$ cat config.mk
export PLATFORM = sky130hd
export DESIGN_NAME = fourbit_burst_accumulator
export DESIGN_NICKNAME = d
export VERILOG_FILES = /design/src/rtl/fourbit_acc_pkg.sv /design/src/rtl/fourbit_burst_accumulator_sat_counter.sv /design/src/rtl/fourbit_burst_accumulator.sv
export SDC_FILE = /design/constraint.sdc
export NUM_CORES = 1
export LEC_CHECK = 0
export CELL_PAD_IN_SITES_DETAIL_PLACEMENT = 1
export CELL_PAD_IN_SITES_GLOBAL_PLACEMENT = 2
export CORE_MARGIN = 2
export CORE_UTILIZATION = 26
export CTS_CLUSTER_SIZE = 20
export DETAILED_ROUTE_END_ITERATION = 8
export MAX_ROUTING_LAYER = met4
export PLACE_DENSITY_LB_ADDON = 0.1
export SYNTH_ARGS = -nofsm -noshare
export SYNTH_HDL_FRONTEND = slang
export SYNTH_HIERARCHICAL = 1
export SYNTH_SLANG_ARGS = --single-unit
$ cat constraint.sdc
create_clock -name CLK -period 3 [get_ports CLK]
set_input_delay 0.75 -clock CLK [delete_from_list [all_inputs] [get_ports CLK]]
set_output_delay 0.75 -clock CLK [all_outputs]
set_load 0.1 [all_outputs]
$ cat src/rtl/fourbit_acc_pkg.sv
// Shared types and default sizing for the 4-bit burst accumulator.
package fourbit_acc_pkg;

  localparam int DATA_W        = 4;
  localparam int DEF_BURST_LEN = 4;
  localparam int DEF_CNT_W     = 3;
  localparam int DEF_OVF_W     = 4;

  typedef enum logic [1:0] {
    IDLE  = 2'd0,
    ACCUM = 2'd1,
    DONE  = 2'd2
  } state_t;

endpackage

$ cat src/rtl/fourbit_burst_accumulator_sat_counter.sv
// Saturating up-counter with synchronous clear; holds at all-ones.
module sat_counter #(
  parameter int W = 4
) (
  input  logic         clk,
  input  logic         rst,
  input  logic         clr,
  input  logic         inc,
  output logic [W-1:0] count
);

  always_ff @(posedge clk or posedge rst) begin
    if (rst) begin
      count <= '0;
    end else if (clr) begin
      count <= '0;
    end else if (inc && (count != {W{1'b1}})) begin
      count <= count + W'(1);
    end
  end

endmodule

$ cat src/rtl/fourbit_burst_accumulator.sv
// Accumulates BURST_LEN operands through an external 4-bit adder and hands out one result per burst.
// Build option: FOURBIT_ACC_SATURATE_EN clamps the accumulator to 4'hF after the first adder carry.
module fourbit_burst_accumulator
  import fourbit_acc_pkg::*;
#(
  parameter int BURST_LEN = DEF_BURST_LEN,
  parameter int CNT_W     = DEF_CNT_W,
  parameter int OVF_W     = DEF_OVF_W
) (
  input  logic              CLK,
  input  logic              RST,
  input  logic              SOFT_CLR,
  input  logic              IN_VALID,
  output logic              IN_READY,
  input  logic [DATA_W-1:0] IN_DATA,
  output logic [DATA_W-1:0] ADD_A,
  output logic [DATA_W-1:0] ADD_B,
  input  logic [DATA_W-1:0] ADD_SUM,
  input  logic              ADD_COUT,
  output logic              OUT_VALID,
  input  logic              OUT_READY,
  output logic [DATA_W-1:0] OUT_SUM,
  output logic [OVF_W-1:0]  OUT_OVF
);

  state_t            state;
  logic [DATA_W-1:0] acc;
  logic [DATA_W-1:0] acc_next;
  logic [CNT_W-1:0]  cnt;
  logic [OVF_W-1:0]  ovf;
  logic              accept;
  logic              last;
  logic              release_done;

  assign IN_READY     = ~RST & (state != DONE);
  assign accept       = IN_VALID & IN_READY;
  assign last         = (cnt == CNT_W'(BURST_LEN - 1));
  assign release_done = (state == DONE) & OUT_READY;

  assign ADD_A = acc;
  assign ADD_B = IN_DATA;

  // Result is only visible while it is being offered.
  assign OUT_SUM = OUT_VALID ? acc : '0;
  assign OUT_OVF = OUT_VALID ? ovf : '0;

`ifdef FOURBIT_ACC_SATURATE_EN
  logic sat;
  assign acc_next = (sat | ADD_COUT) ? {DATA_W{1'b1}} : ADD_SUM;
`else
  assign acc_next = ADD_SUM;
`endif

  sat_counter #(.W(OVF_W)) u_ovf_cnt (
    .clk   (CLK),
    .rst   (RST),
    .clr   (SOFT_CLR | release_done),
    .inc   (accept & ADD_COUT & ~SOFT_CLR),
    .count (ovf)
  );

  always_ff @(posedge CLK or posedge RST) begin
    if (RST) begin
      state     <= IDLE;
      acc       <= '0;
      cnt       <= '0;
      OUT_VALID <= 1'b0;
`ifdef FOURBIT_ACC_SATURATE_EN
      sat       <= 1'b0;
`endif
    end else if (SOFT_CLR) begin
      state     <= IDLE;
      acc       <= '0;
      cnt       <= '0;
      OUT_VALID <= 1'b0;
`ifdef FOURBIT_ACC_SATURATE_EN
      sat       <= 1'b0;
`endif
    end else begin
      case (state)
        IDLE, ACCUM: begin
          if (accept) begin
            acc <= acc_next;
            cnt <= cnt + CNT_W'(1);
`ifdef FOURBIT_ACC_SATURATE_EN
            if (ADD_COUT) sat <= 1'b1;
`endif
            if (last) begin
              state     <= DONE;
              OUT_VALID <= 1'b1;
            end else begin
              state <= ACCUM;
            end
          end
        end
        DONE: begin
          if (OUT_READY) begin
            state     <= IDLE;
            acc       <= '0;
            cnt       <= '0;
            OUT_VALID <= 1'b0;
`ifdef FOURBIT_ACC_SATURATE_EN
            sat       <= 1'b0;
`endif
          end
        end
        default: begin
          state     <= IDLE;
          acc       <= '0;
          cnt       <= '0;
          OUT_VALID <= 1'b0;
        end
      endcase
    end
  end

endmodule

==> summary.json <==
{
  "run_status": {
    "status": "finished with violations",
    "violations": "design-rule violations"
  },
  "timing": {
    "timing.final.ws_setup_ns": 0.594,
    "hold_viol": 0,
    "final.setup.tns_ns": 0,
    "relSlewSlack_pct": 40.3,
    "rsz_0062_raised_after_global_routing": "false",
    "worstMarginPinSlew_ns": 0.888,
    "finalMaxSlewViolations": 0,
    "setup_viol": 0,
    "timing.final.crit_share_pct": 80.2,
    "layout_min_cycle_time_ns": 2.41,
    "fmax_mhz": 416,
    "clock_skew_ns": 0.00369
  },
  "worst_setup_path": {
    "worst-endpoint-required_ns": 2.25,
    "timing.critical_path.arrival_ns": 1.66,
    "rrSetupSlack_ns": 1.26,
    "worst_r2r_startpoint": "state[1]",
    "crit_end": "IN_READY",
    "timing.critical_path.from_type": "primary input",
    "crit_path_max_fanout": 6,
    "timing.reg2reg.worst_path_depth": 6,
    "regToRegEndpoint": "u_ovf_cnt/count[0]",
    "endpoint_kind": "primary output",
    "crit_start": "RST",
    "criticalPathCategory": "primary input to primary output"
  },
  "placed_design": {
    "detailedPlacementHpwl_mm": 1.40,
    "port_buffers": 23,
    "post-place-cells": 124,
    "gpl.final_weighted_congestion": 0.749,
    "dpl_worst_slack_ns": 0.492
  },
  "clock_network": {
    "cts_sinks": 14,
    "clk-insertion-delay-late_ns": 0.28,
    "cts.hold.buffers_added": 0,
    "htreeDepth": 1,
    "tritoncts.num_buffers": 3,
    "clock_tree.root_cell": "sky130_fd_sc_hd__clkbuf_4",
    "clk_transition_reported_paths_ns": 0.09,
    "cts_tree": "built",
    "cts_resized": 0,
    "cts-root-to-sink-buffers": 2,
    "cts.repair_timing.setup_buffer_count": 0
  },
  "synth": {
    "synth_cell_type_count": 27,
    "synth_edf_count": 0,
    "synth.yosys.warnings": 6,
    "postSynthNetCount": 89,
    "synth-main-ff-cell": "sky130_fd_sc_hd__dfrtp_1",
    "synthesis.instances": 72,
    "async_reset_ff_share_pct": 100,
    "synth_area_per_cell_um2": 10.8,
    "synth.cell_area_um2": 779,
    "yosys_register_bits": 14,
    "synth.yosys.seq_area_share_pct": 44.9
  },
  "routing": {
    "total_number_of_vias": 625,
    "routed_wire_length_per_instance_um": 13.6,
    "postRouteAntennaNets": 0,
    "wirelength_mm": 1.74,
    "first_iter_violations": 8,
    "drt-pass1-iter-count": 5,
    "per_cell_via_count_in_the_routed_design": 4.88,
    "drt_drc_violations_left": 3
  },
  "floorplan": {
    "die_y_um": 58.8,
    "dieWidth_um": 58.8,
    "pin_count": 32,
    "placeableCoreArea_mm2": 0.00281,
    "dieArea_mm2": 0.00345,
    "start_util_pct": 27.8,
    "placement_rows": 19
  },
  "finish": {
    "finish.net_count": 115,
    "num_antenna_cells": 0,
    "register_area_um2": 350,
    "layout.cells.most_common": "sky130_fd_sc_hd__buf_4",
    "finalNonFillerCells": 128,
    "drive_above_1_share_pct": 25.8,
    "multi_input_logic_area_um2": 377,
    "fill_cells": 321,
    "layout.cells.most_common_list": "15 x sky130_fd_sc_hd__buf_4, 14 x sky130_fd_sc_hd__dfrtp_1, 9 x sky130_fd_sc_hd__clkdlybuf4s50_1",
    "flow.area_growth_from_synthesis_pct": 34.3
  },
  "grt": {
    "grt_pass1_vias": 617,
    "largest_net_degree_at_the_start_of_global_routing": 12,
    "global_route.overflow_total": 0,
    "grt.total_usage_pct": 12.0,
    "antenna_found_initial": 0,
    "first_pass_grt_wire_length_mm": 2.97
  },
  "pwr": {
    "pwr_density_cell_mw_per_mm2": 391,
    "power_leakage_nw": 0.511,
    "max-vdd-ir-drop_uv": 161,
    "fin_total_pwr_w": 0.000409
  },
  "job": {
    "cap_violations": 0
  },
  "hold_path": {
    "hp-class": "flip-flop to flip-flop"
  }
}
[per-layer routing]
layer,wire [µm],up-vias,track usage [%]
li1,-,303,-
met1,854,299,16.6
met2,742,21,16.5
met3,132,2,2.86
met4,12,0,5.19
met5,0,-,-
[cell usage after synthesis (all sizes together) (2+ instances only)]
cell type / instances / share of area, %
nor2b: 3 / 2.4
ha: 3 / 4.8
inv: 6 / 2.9
a21oi: 2 / 1.3
dfrtp: 14 / 45
buf: 4 / 3.9
nor3: 3 / 1.9
and2: 8 / 6.4
nand2b: 3 / 2.4
a22o: 6 / 6.7
mux2: 2 / 3.4
nor2: 4 / 1.9
[how the worst min path moves through the flow]
stage / startpoint / to / slack (ns) / depth (start not counted)
2_1_floorplan: cnt[2] / cnt[2] / 0.47 / 1
3_5_place_dp: cnt[2] / cnt[2] / 0.50 / 1
6_report: cnt[2] / cnt[2] / 0.51 / 1
4_1_cts: cnt[2] / cnt[2] / 0.52 / 1
3_3_place_gp: cnt[2] / cnt[2] / 0.49 / 1
5_1_grt: cnt[2] / cnt[2] / 0.54 / 1
[cell type report]
type | instances | area share, %
clock buffers | 4 | 3.46
multi-input cells | 48 | 36.0
well taps | 31 | 3.70
repair buffers | 25 | 21.3
inverters | 6 | 2.15
flip-flops and latches | 14 | 33.5
[worst max-delay path, cell delays in order]
cell                              delay, ns
sky130_fd_sc_hd__clkdlybuf4s50_1       0.47
sky130_fd_sc_hd__nor2_1                0.22
sky130_fd_sc_hd__buf_12                0.20
[cell families after synthesis]
| family | synth area share (%) |
|---|---|
| flip-flops | 44.9 |
| multiplexers | 4.65 |
| AND/OR/NAND/NOR | 22.3 |
| adder cells (fa/ha/maj) | 4.82 |
| AO/OA/AOI/OAI | 16.5 |
| buffers and inverters | 6.74 |
[report_power, final]
part	switching, W	internal [W]
Sequential	0.00000460	0.000194
Combinational	0.0000442	0.0000268
Clock	0.0000659	0.0000737
Total	0.000115	0.000295
[sequential cells by signal (all words and copies together), names as in the netlist]
register / count
cnt: 3
u_ovf_cnt/count: 4
OUT_VALID: 1
ADD_A: 4
state: 2
[per-stage QoR]
stage          hold WS [ns]  util, %  area, µm²
5_1_grt               0.535     37.3       1050
2_1_floorplan         0.473        -        779
3_5_place_dp          0.499     36.0       1010
3_3_place_gp          0.487     36.0       1010
4_1_cts               0.520     37.3       1050
6_report              0.513     37.3       1050
No activity file was read; power rests on OpenSTA's default activity.
